File: config.mk
export PLATFORM = sky130hd
export DESIGN_NAME = uart_cmd_parser
export DESIGN_NICKNAME = d
export VERILOG_FILES = /design/src/rtl/uart_cmd_parser.sv
export SDC_FILE = /design/constraint.sdc
export NUM_CORES = 1
export LEC_CHECK = 0
export BUFFER_PORTS_ARGS = -buffer_cell sky130_fd_sc_hd__buf_2
export CAP_MARGIN = 5
export CORE_MARGIN = 2
export CORE_UTILIZATION = 43
export DETAILED_ROUTE_END_ITERATION = 16
export PLACE_DENSITY = 0.59
export SLEW_MARGIN = 10
export SYNTH_ARGS = -nofsm -noshare
export SYNTH_HDL_FRONTEND = slang
export SYNTH_SLANG_ARGS = --single-unit
File: constraint.sdc
create_clock -name clk_50M -period 4.7 [get_ports clk_50M]
set_clock_uncertainty 0.15 [all_clocks]
set_input_delay 0 -clock clk_50M [delete_from_list [all_inputs] [get_ports clk_50M]]
set_output_delay 0 -clock clk_50M [all_outputs]
set_load 0.05 [all_outputs]
File: src/rtl/uart_cmd_parser.sv
// Purpose: assembles framed host commands (AA, CMD, LEN, payload, CHK) from the UART byte stream.
// Latency: cmd_valid/frame_err rise on the clock edge that accepts the closing byte (or on timeout expiry).
// Backpressure: none; a byte is consumed in every rx_valid cycle, and back-to-back frames are accepted.
//
// Ports:
//   clk_50M    in   system clock
//   rst        in   asynchronous active-high reset
//   rx_valid   in   one-cycle strobe qualifying rx_byte
//   rx_byte    in   received byte
//   cmd_valid  out  one-cycle pulse, good frame decoded
//   cmd_code   out  CMD byte of the last good frame
//   cmd_arg    out  payload of the last good frame, big-endian, right-aligned, zero-extended
//   cmd_len    out  payload length of the last good frame
//   frame_err  out  one-cycle pulse, frame aborted
//   err_code   out  abort reason (1 bad LEN, 2 checksum, 3 timeout), held until the next abort
//   busy       out  high while a frame is being assembled
//   frame_cnt  out  good frame counter, wraps at 16 bits
module uart_cmd_parser #(
    parameter logic [7:0] HEADER         = 8'hAA,
    parameter int         MAX_LEN        = 4,
    parameter int         TIMEOUT_CYCLES = 50000,
    parameter int         TO_W           = 16
) (
    input  logic        clk_50M,
    input  logic        rst,
    input  logic        rx_valid,
    input  logic [7:0]  rx_byte,
    output logic        cmd_valid,
    output logic [7:0]  cmd_code,
    output logic [31:0] cmd_arg,
    output logic [2:0]  cmd_len,
    output logic        frame_err,
    output logic [1:0]  err_code,
    output logic        busy,
    output logic [15:0] frame_cnt
);

    typedef enum logic [2:0] {
        S_IDLE    = 3'd0,
        S_CMD     = 3'd1,
        S_LEN     = 3'd2,
        S_PAYLOAD = 3'd3,
        S_CHK     = 3'd4
    } state_t;

    localparam logic [7:0]      MAX_LEN_B = 8'(MAX_LEN);
    localparam logic [TO_W-1:0] TO_LAST   = TO_W'(TIMEOUT_CYCLES - 1);

    localparam logic [1:0] ERR_LEN     = 2'd1;
    localparam logic [1:0] ERR_CHK     = 2'd2;
    localparam logic [1:0] ERR_TIMEOUT = 2'd3;

    // Frame assembly state
    state_t          state_q;
    logic [7:0]      chk_q;        // running XOR of CMD, LEN and payload
    logic [31:0]     shift_q;      // payload shift register, newest byte in [7:0]
    logic [2:0]      pay_cnt_q;    // payload bytes received so far
    logic [2:0]      len_q;        // LEN of the frame in progress
    logic [7:0]      code_pend_q;  // CMD of the frame in progress
    logic [TO_W-1:0] to_q;         // idle cycles since the last accepted byte

    // Registered outputs
    logic        cmd_valid_q;
    logic [7:0]  cmd_code_q;
    logic [31:0] cmd_arg_q;
    logic [2:0]  cmd_len_q;
    logic        frame_err_q;
    logic [1:0]  err_code_q;
    logic        busy_q;
    logic [15:0] frame_cnt_q;

    logic [7:0] byte_chk;
    logic [2:0] pay_cnt_inc;
    logic       timeout_hit;

    always_comb begin
        byte_chk    = chk_q ^ rx_byte;
        pay_cnt_inc = pay_cnt_q + 3'd1;
        // A byte arriving on the expiry cycle takes precedence over the timeout.
        timeout_hit = (state_q != S_IDLE) && !rx_valid && (to_q == TO_LAST);
    end

    always_ff @(posedge clk_50M or posedge rst) begin
        if (rst) begin
            state_q     <= S_IDLE;
            chk_q       <= '0;
            shift_q     <= '0;
            pay_cnt_q   <= '0;
            len_q       <= '0;
            code_pend_q <= '0;
            to_q        <= '0;
            cmd_valid_q <= 1'b0;
            cmd_code_q  <= '0;
            cmd_arg_q   <= '0;
            cmd_len_q   <= '0;
            frame_err_q <= 1'b0;
            err_code_q  <= '0;
            busy_q      <= 1'b0;
            frame_cnt_q <= '0;
        end else begin
            // Pulses default low; they are raised for one cycle below.
            cmd_valid_q <= 1'b0;
            frame_err_q <= 1'b0;

            // Inter-byte watchdog: only runs while a frame is open.
            if ((state_q == S_IDLE) || rx_valid || timeout_hit) begin
                to_q <= '0;
            end else begin
                to_q <= to_q + 1'b1;
            end

            if (timeout_hit) begin
                frame_err_q <= 1'b1;
                err_code_q  <= ERR_TIMEOUT;
                state_q     <= S_IDLE;
                busy_q      <= 1'b0;
            end else if (rx_valid) begin
                case (state_q)
                    S_IDLE: begin
                        // Non-header bytes between frames are line noise; drop them quietly.
                        if (rx_byte == HEADER) begin
                            chk_q     <= '0;
                            shift_q   <= '0;
                            pay_cnt_q <= '0;
                            state_q   <= S_CMD;
                            busy_q    <= 1'b1;
                        end
                    end

                    S_CMD: begin
                        code_pend_q <= rx_byte;
                        chk_q       <= byte_chk;
                        state_q     <= S_LEN;
                    end

                    S_LEN: begin
                        if (rx_byte > MAX_LEN_B) begin
                            frame_err_q <= 1'b1;
                            err_code_q  <= ERR_LEN;
                            state_q     <= S_IDLE;
                            busy_q      <= 1'b0;
                        end else begin
                            // Upper bits are known zero here since LEN <= MAX_LEN.
                            len_q   <= rx_byte[2:0];
                            chk_q   <= byte_chk;
                            state_q <= (rx_byte == 8'd0) ? S_CHK : S_PAYLOAD;
                        end
                    end

                    S_PAYLOAD: begin
                        // A header value here is ordinary data; no mid-frame resync.
                        shift_q   <= {shift_q[23:0], rx_byte};
                        chk_q     <= byte_chk;
                        pay_cnt_q <= pay_cnt_inc;
                        if (pay_cnt_inc == len_q) begin
                            state_q <= S_CHK;
                        end
                    end

                    S_CHK: begin
                        if (rx_byte == chk_q) begin
                            cmd_valid_q <= 1'b1;
                            cmd_code_q  <= code_pend_q;
                            cmd_arg_q   <= shift_q;
                            cmd_len_q   <= len_q;
                            frame_cnt_q <= frame_cnt_q + 16'd1;
                        end else begin
                            // Decoded outputs keep the last good frame.
                            frame_err_q <= 1'b1;
                            err_code_q  <= ERR_CHK;
                        end
                        state_q <= S_IDLE;
                        busy_q  <= 1'b0;
                    end

                    default: begin
                        state_q <= S_IDLE;
                        busy_q  <= 1'b0;
                    end
                endcase
            end
        end
    end

    assign cmd_valid = cmd_valid_q;
    assign cmd_code  = cmd_code_q;
    assign cmd_arg   = cmd_arg_q;
    assign cmd_len   = cmd_len_q;
    assign frame_err = frame_err_q;
    assign err_code  = err_code_q;
    assign busy      = busy_q;
    assign frame_cnt = frame_cnt_q;

endmodule

==> impl_metrics.tcl, run 1 <==
set metrics [dict create \
    status "finished, final reports clean" \
    htree_levels 4 \
    tns_ps 0 \
    antenna_found_initial 0 \
    synth-seq-cells 137 \
    grt_max_degree 94 \
    tritoncts "built" \
    setup-violations-final 0 \
    hold_violations 0 \
    grt_use_total_pct 18.13 \
    ys_async_sr_fraction_pct 100.0 \
    clock_sinks 137 \
    timing.hold.worst.class "primary input to async pin" \
    vias 4206 \
    clk_pin_slew_ps 60 \
    top_usage_layer "met2" \
    syn_nets 563 \
    avgSynthCellArea_sq_um 10.65 \
    max_freq_mhz 360.9 \
    synth_area_leaders "dfrtp_1, nand2_1, a22o_1, xor2_1, mux2_2" \
    path_class "flip-flop to flip-flop" \
    core_sq_um 13240 \
    cp-start-kind "flip-flop" \
    first_iter_violations 345 \
    endpoint_kind "flip-flop" \
    synth.top_cell.area_share_pct 58.62 \
    critical_path.slowest_cell "inv_2" \
    crit_required_ps 4850 \
    drcViolationCount 0 \
    fin_crit_ps 2771 \
    cts_max_path_buffers 2 \
    die_area_sq_um 14550 \
    use_met2_pct 28.04 \
    area_growth_pct 19.34 \
    worst_path_largest_cell_delay_ps 710 \
    yosysWarnings 0 \
    rsz0062_at_grt "false" \
    dp.cells 774 \
    drt_wl_total_um 12070 \
    layout-drive-gt1-share_pct 21.41 \
    cts_made_buffers 17 \
    dp_hpwl_um 7770 \
    vdd_drop_max_v 0.0002797 \
    yosysUniqueCellTypes 54 \
    grt_overflow 0 \
    num_rows 42 \
    gp_congestion 0.7684 \
    synth_edf_count 0 \
    synth_seq_area_share_pct 58.62 \
    avgRoutedWirePerCell_um 14.79 \
    final_util_pct 52.70 \
    port_buffers 74 \
    fin_nets 641 \
    slew_headroom_pct 35.50 \
    clock_latency_ps 420 \
    ios 75 \
    synthCells 549 \
    cts_hold_buffers 10 \
    met3_usage_pct 3.774 \
    initial_utilization_pct 44.16 \
    tightest_slew_ps 964.9 \
    post_cts_resized 0 \
    die_w_um 120.6 \
    grt_util_met1_pct 24.91 \
    synth_flop_cell "dfrtp_1" \
    via_per_inst 5.154 \
    die_y_um 120.6 \
    cp_cell_sequence "xor2_1 > nor4_1 > nand3_2 > buf_4 > inv_2 > nand4_1 > xnor2_1" \
    grt_pass1_wl_um 20810 \
    post_cts_buffers 0 \
    cts_root_buf "clkbuf_16" \
    antenna_left 0 \
    power_density_nw_per_um2 504.6 \
    grt_pass1_vias 4174 \
    hold_ws_ps 161.9 \
    fin_crit_sh_pct 58.96 \
    dr.pass1.iters 4 \
    drv_slew 0 \
    worst-path-max-fanout 55 \
    layout.cells.non_filler 816 \
    maxCapViolCount 0 \
    netlist_area_sq_um 5848 \
    leakagePower_uw 0.003585 \
    synth.largest_area_cell "dfrtp_1" \
    crit_arrival_ps 2920 \
    num_antenna_cells 0 \
]
==> worst max-delay path, delay by kind of cell (launching register included) <==
kind	cells	cell delay [ps]
DFF	1	390
buffers and inverters	2	1010
and+or+nand+nor	3	740
xor gates and xnor gates	2	310
==> synthesized netlist by cell type (all sizes together) (2+ instances only) <==
cell,instances
a21oi,5
a22o,33
and3,7
buf,13
clkbuf,15
dfrtp,137
ha,3
inv,6
mux2,14
nand2,149
nand2b,8
nand3,11
nand4,12
nor2,26
nor3,6
nor3b,2
nor4,8
nor4b,3
o21a,2
o21ai,27
or2,2
or3,3
or4,3
xnor2,10
xor2,25
==> placed cells by master, fill, tap and decap left out, types with 2 or more instances in the layout <==
master / n
nor3b_1: 2
inv_1: 4
or3_1: 3
nor4b_2: 2
and3_1: 7
o21ai_1: 10
o21a_1: 2
a22o_1: 33
clkinv_4: 2
or4_4: 2
clkinvlp_4: 4
nand4_1: 12
clkbuf_8: 3
clkinv_2: 4
buf_2: 74
nor4_1: 7
buf_4: 3
dlygate4sd3_1: 10
ha_1: 3
xnor2_1: 10
nand2b_1: 8
mux2_2: 14
nand2_1: 149
nand3_1: 10
nor2_1: 26
a21oi_1: 5
xor2_1: 25
or2_2: 2
clkbuf_16: 17
o21ai_0: 16
dfrtp_1: 137
nor3_1: 5
==> cell families after synthesis <==
group / synth area share (%)
AOI/OAI and AO/OA: 9.500
and+or+nand+nor: 19.85
xor gates and xnor gates: 5.627
muxes: 2.696
buffers and inverters: 3.059
DFF: 58.62
adders and majority gates: 0.6419
==> layer usage <==
layer,vias up,wire [um]
li1,2037,-
met3,13,393
met5,-,0
met4,0,189
met2,70,5753
met1,2086,5733
==> final cells by class <==
| cell class | count | area, sq um |
|---|---|---|
| multi-input combinational | 378 | 2242 |
| clock buffer | 21 | 470.5 |
| timing repair buffer | 87 | 493.0 |
| inverter | 6 | 27.53 |
| sequential | 137 | 3428 |
| clock inverter | 11 | 97.59 |
| tap | 176 | 220.2 |
| fill | 1249 | 6264 |
==> worst paths after layout <==
check	slack, ps	endpoint	cells after the start	start
max in group asynchronous	3140	code_pend_q[5]	4	rst
worst max-delay path	1930	frame_cnt[12]	7	chk_q[5]
worst min-delay path	160	frame_cnt[9]	3	rst
worst max register to register	1930	frame_cnt[12]	7	chk_q[5]
worst min register to register	320	cmd_code[7]	2	code_pend_q[7]
min in group clk_50M	320	cmd_code[7]	2	code_pend_q[7]
==> stage by stage <==
step                      area [sq um]  worst slack, ps  total power, uW
after floorplan                   5848            882.2             2156
after global placement            6310             1983             2271
after CTS                         6978             1945             3567
after detailed placement          6310             1963             2292
final                             6979             1929             3522
after global routing              6979             1641             3732
==> power by group <==
group	total, uW	internal (uW)	switching (uW)
Combinational	719	323	396
Sequential	1550	1390	167
Clock	1250	766	483
==> registers in the layout, indices dropped and copies added, names as in the netlist <==
register / cells
len_q: 3
busy: 1
cmd_arg: 32
cmd_len: 3
cmd_code: 8
cmd_valid: 1
pay_cnt_q: 3
state_q: 3
to_q: 16
code_pend_q: 8
chk_q: 8
err_code: 2
frame_cnt: 16
shift_q: 32
frame_err: 1
(Power assumes the default switching activity.)
==> inputs of run 2 (changes only) <==
- ABC_AREA: default -> 1
- PLACE_DENSITY: 0.59 -> 0.61
- clock period: 4.7 -> 2.5 ns (I/O delays scaled with it)
==> run 2 against run 1 <==
Compared with the run above: synthesized area up 6.7%; first-iteration DRC count down 13%; fmax up 35%; die area up 6.5%; core utilization down 1.2 points; clock-buffer cell count down 2; design area up 6.1%; register-to-register slack worse by 1500 ps; critical endpoint is now shift_q[0].
==> impl_metrics.tcl, run 2 <==
set metrics [dict create \
    status "finished, final reports clean" \
    drv_slew 0 \
    die_y_um 124.5 \
    grt_pass1_wl_um 23200 \
    endpoint_kind "flip-flop" \
    synth_compound_area_share_pct 8.121 \
    cpMostUsedCell "inv_2" \
    r2r-end "shift_q[0]" \
    r2r_start "state_q[1]" \
    fin_crit_ps 2059 \
    vdd_drop_max_v 0.0005262 \
    netlist_area_sq_um 6240 \
    grt_pass1_vias 4855 \
    antenna_found_initial 0 \
    setup-violations-final 0 \
    synth-simple-area-share_pct 26.41 \
    synth_seq_area_share_pct 54.94 \
    dp_hpwl_um 9395 \
    synth.largest_area_cell "dfrtp_1" \
    layout.cells.non_filler 1045 \
    clock_latency_ps 420 \
    avgSynthCellArea_sq_um 8.199 \
    tritoncts "built" \
    die_w_um 124.5 \
    setup_ws_ps 440.5 \
    cts_max_path_buffers 2 \
    mostFrequentLayoutCells "nand2_1, dfrtp_1, buf_2" \
    rrSetupSlack_ps 440 \
    yosysUniqueCellTypes 31 \
    cts_made_buffers 17 \
    tns_ps 0 \
    cp-start-kind "flip-flop" \
    fillerInstances 1366 \
    fin_crit_sh_pct 82.38 \
    ios 75 \
    synth_area_leaders "dfrtp_1, nand2_1, inv_1, o21ai_0, nor2_1" \
    mostFrequentLayoutCell "nand2_1" \
    dr.pass1.iters 5 \
    max_freq_mhz 485.6 \
    crit_family "simple AND/OR/NAND/NOR gates" \
    clk_pin_slew_ps 60 \
    synthMuxAreaShare_pct 0 \
    fin_nets 863 \
    htree_levels 4 \
    worst_path_largest_cell_delay_ps 430 \
    synth_edf_count 0 \
    timing.hold.worst.class "primary input to async pin" \
    drcViolationCount 0 \
    vias 5041 \
    drt_wl_total_um 13370 \
    grt_overflow 0 \
    initial_utilization_pct 43.43 \
    avgRoutedWirePerCell_um 12.79 \
    synthCells 761 \
    leakagePower_uw 0.003740 \
    via_per_inst 4.824 \
    cts_root_buf "clkbuf_16" \
    path_class "flip-flop to flip-flop" \
    yosysWarnings 0 \
    clock_sinks 137 \
    cp_cell_sequence "nor2_2 > inv_2 > nor2_2 > inv_2 > o21ai_2 > inv_2 > nand2_2 > buf_4 > o21ai_1" \
    core_sq_um 14370 \
    ys_async_sr_fraction_pct 100.0 \
    place_ws_ps 427.6 \
    yosys-top-cells-count "nand2_1, dfrtp_1, inv_1, nor2_1, o21ai_0" \
    rr_worst_depth 9 \
    area_growth_pct 18.65 \
    synthAdderAreaFrac_pct 0.6016 \
    synth.top_cell.area_share_pct 54.94 \
    crit_arrival_ps 2210 \
    crit_path_end "shift_q[0]" \
    slew_headroom_pct 56.46 \
    antenna_left 0 \
    rsz0062_at_grt "false" \
    worst-path-max-fanout 25 \
    synth_top_family_by_area "simple AND/OR/NAND/NOR gates" \
    synth_most_common_cell "nand2_1" \
    grt_use_total_pct 18.47 \
    synth_flop_cell "dfrtp_1" \
    critical_path_buf_inv_count 4 \
    num_rows 44 \
    synth-seq-cells 137 \
    grt_max_degree 105 \
    crit_required_ps 2650 \
    critical_path.slowest_cell "dfrtp_1" \
    port_buffers 74 \
    maxCapViolCount 0 \
    layout-drive-gt1-share_pct 16.14 \
    dp.cells 1004 \
    first_iter_violations 299 \
    post_cts_buffers 0 \
    num_antenna_cells 0 \
    critical_path_cell_count 9 \
    gp_congestion 0.9102 \
    startpoint "state_q[1]" \
    synthXorXnorAreaFrac_pct 2.807 \
    syn_nets 775 \
    die_area_sq_um 15490 \
    hold_violations 0 \
    tightest_slew_ps 653.1 \
    power_density_nw_per_um2 832.7 \
]
run 2: cell count changes after synthesis, moves of 27 or more:
cell / change
a22o_1: -33
o21ai_1: +27
nand2_1: +118
nor2_1: +34
nand3_1: +28
inv_1: +68
o21ai_0: +31
run 2: area by class of cell:
type	instances	area, sq um	share of cell area, %
Multi-Input combinational cell	519	2370	32.01
Sequential cell	137	3428	46.31
Timing Repair Buffer	89	520.5	7.031
Inverter	85	322.8	4.360
Clock buffer	19	452.9	6.118
Clock inverter	12	78.83	1.065
Tap cell	184	230.2	3.110
run 2: through the flow:
stage	cell area (sq um)	hold WS [ps]	total power, uW	util (%)
2_1_floorplan	6243	-29.05	3680	-
3_3_place_gp	6771	33.83	3934	47.13
3_5_place_dp	6771	33.43	3977	47.13
4_1_cts	7403	130.1	6237	51.52
5_1_grt	7403	176.7	6533	51.52
6_report	7403	96.18	6165	51.52
run 2: cells by family after synthesis:
logic type | Yosys count
XOR/XNOR | 20
adder cells (fa/ha/maj) | 3
AND/OR/NAND/NOR | 399
buffers and inverters | 105
AO/OA/AOI/OAI | 97
flip-flops | 137
run 2: how the worst min path moves through the flow:
stage	startpoint	endpoint	slack (ps)	cells after the start
after floorplan	rx_byte[0]	len_q[0]	-30	2
after global placement	rst	cmd_arg[0]	30	3
after detailed placement	rst	cmd_arg[1]	30	3
after CTS	rst	cmd_arg[0]	130	4
after global routing	rst	cmd_arg[0]	180	4
final	rst	cmd_arg[3]	100	4
run 2: tightest hold or removal path: cells and delay by family:
family,cells,cell delay [ps]
buffers and inverters,4,1110
run 2: repair_timing:
action                    4_1_cts  5_1_grt
gates resized for setup         0        0
hold endpoints to repair      166        0
hold buffers                   10        0
run 2: power breakdown:
| group | switching (uW) | internal [uW] |
|---|---|---|
| clock network | 923 | 1300 |
| logic | 919 | 362 |
| registers | 172 | 2490 |
run 2: routing by layer:
layer / vias to the layer above / global-route usage [%] / wire length [um] / share of wire [%]
li1: 2569 / - / - / -
met1: 2327 / 24.24 / 6297 / 47
met2: 122 / 29.22 / 6164 / 46
met3: 23 / 4.381 / 560 / 4.2
met4: 0 / 8.328 / 346 / 2.6
met5: - / 0 / 0 / 0
==> inputs of run 3 (changes only) <==
- clock period: 2.5 -> 1.83 ns (I/O delays scaled with it)
==> run 3 against run 2 <==
Compared with the run above: total power is 47% higher; first-iteration DRC count decreased by 15%; setup slack worse by 420 ps; routed wire length increased by 7.5%; sequential cell count is the same; global-route usage hardly changed; via count grew 2.7%; sequential share of layout area down 2.6 points; clock power rose by 50%; die area did not move.
==> impl_metrics.tcl, run 3 (same netlist as run 2, synthesis figures left out) <==
set metrics [dict create \
    dp.cells 1021 \
    power_uw 9080 \
    initial_utilization_pct 43.43 \
    drt_wl_total_um 14370 \
    tritoncts "built" \
    setup_ws_ps 24.01 \
    drv_slew 0 \
    rrSetupSlack_ps 20 \
    fin_nets 889 \
    layout.cells.non_filler 1071 \
    r2r-end "frame_cnt[1]" \
    place_area_sq_um 6962 \
    critical_path_buf_inv_count 3 \
    clk_pin_slew_ps 60 \
    final_area_sq_um 7846 \
    leakagePower_uw 0.003946 \
    seq_area_sq_um 3428 \
    layout-drive-gt1-share_pct 19.95 \
    critical_path_cell_count 9 \
    grt_overflow 0 \
    rsz0062_at_grt "true" \
    antenna_left 0 \
    hold_violations 0 \
    crit_required_ps 1990 \
    antenna_found_initial 0 \
    min_path_cells 4 \
    fin_crit_ps 1806 \
    cp-start-kind "flip-flop" \
    grt_use_total_pct 18.43 \
    status "finished, final reports clean" \
    mostFrequentLayoutCells "nand2_1, dfrtp_1, buf_2" \
    vdd_drop_max_v 0.0009675 \
    crit_family "simple AND/OR/NAND/NOR gates" \
    worst_path_largest_cell_delay_ps 420 \
    clock_latency_ps 420 \
    core_sq_um 14370 \
    drcViolationCount 0 \
    avgRoutedWirePerCell_um 13.42 \
    vias 5177 \
    p_switching_uw 2915 \
    die_w_um 124.5 \
    htree_levels 4 \
    place_ws_ps 16.95 \
    fin_crit_sh_pct 98.69 \
    startpoint "state_q[1]" \
    ios 75 \
    endpoint_kind "flip-flop" \
    slew_headroom_pct 71.55 \
    fillerInstances 1310 \
    worst-path-max-fanout 35 \
    port_buffers 74 \
    num_rows 44 \
    tns_ps 0 \
    path_class "flip-flop to flip-flop" \
    hp-start "rx_byte[2]" \
    maxCapViolCount 0 \
    area_growth_pct 25.75 \
    clock_sinks 137 \
    setup-violations-final 0 \
    clockPowerShare_pct 36.6 \
    grt_pass1_wl_um 23180 \
    cts_root_buf "clkbuf_16" \
    die_y_um 124.5 \
    via_per_inst 4.834 \
    power_density_nw_per_um2 1157 \
    max_freq_mhz 553.7 \
    cts_max_path_buffers 2 \
    p_sw_share_pct 32.11 \
    die_area_sq_um 15490 \
    rr_worst_depth 9 \
    grt_pass1_vias 4925 \
    crit_arrival_ps 1970 \
    grt_max_degree 72 \
    dp_hpwl_um 9542 \
    p_comb_share_pct 23.5 \
    first_iter_violations 255 \
    mostFrequentLayoutCell "nand2_1" \
    internal_power_uw 6165 \
    pwr-share-seq_pct 40.0 \
    tightest_slew_ps 426.3 \
    r2r_start "state_q[1]" \
    cp_cell_sequence "nor2_2 > inv_2 > nor2_4 > inv_4 > nor2_4 > nand2_2 > clkbuf_16 > nand2_1 > nand2_1" \
    timing.hold.worst.class "primary input to flip-flop" \
    critical_path.slowest_cell "dfrtp_1" \
    num_antenna_cells 0 \
    hold_path_end "len_q[2]" \
    gp_congestion 0.9180 \
    cts_made_buffers 17 \
    multi_input_area_sq_um 2495 \
    dr.pass1.iters 5 \
]
[run 3: changes by cell type in the layout (fill, tap and decap cells not counted), sizes merged]
cell,delta
nand3,+1
dlygate4sd3,+1
clkbuf,+4
bufinv,+2
nand2,+1
clkinvlp,-5
buf,+22
[run 3: through the flow]
stage	hold WS (ps)	util [%]
2_1_floorplan	-29.05	-
5_1_grt	298.4	54.61
6_report	281.4	54.61
3_3_place_gp	-177.1	48.45
4_1_cts	252.7	53.20
3_5_place_dp	-164.7	48.45
[run 3: layout make-up]
class,instances,share of cell area [%]
Sequential cell,137,43.69
Multi-Input combinational cell,521,31.80
Timing Repair Buffer,113,10.08
Clock buffer,22,6.044
Inverter,85,4.210
Tap cell,184,2.934
Clock inverter,9,1.244
[run 3: how the worst max path moves through the flow]
stage | endpoint | slack [ps]
after detailed placement | cmd_arg[10] | 20
after global placement | cmd_arg[1] | 50
after floorplan | frame_cnt[14] | -90
final | frame_cnt[1] | 20
after global routing | cmd_arg[26] | -100
after CTS | cmd_arg[10] | 3
[run 3: power groups by stage]
stage                     Sequential [uW]  Clock [uW]  Combinational (uW)
after floorplan                      3780           0                1250
after global placement               3670           0                1830
after detailed placement             3670           0                1880
after CTS                            3620        3380                1910
after global routing                 3680        3530                2410
final                                3630        3320                2130
[run 3: routing by layer]
| metal | up-vias | global-route usage (%) | wire length [um] |
|---|---|---|---|
| li1 | 2626 | - | - |
| met1 | 2429 | 24.62 | 6787 |
| met2 | 101 | 29.28 | 6867 |
| met3 | 21 | 4.167 | 509 |
| met4 | 0 | 7.336 | 206 |
| met5 | - | 0 | 0 |
[run 3: tightest hold or removal path, cell delays in order]
cell,delay (ps)
dlygate4sd3_1,520
buf_2,170
nand2_1,60
o21ai_0,60
[run 3: repair_timing]
item	4_1_cts	5_1_grt
setup endpoints to repair	0	106
hold buffers	11	0
setup buffers	0	5
hold endpoints to repair	173	0
gates resized for setup	0	33
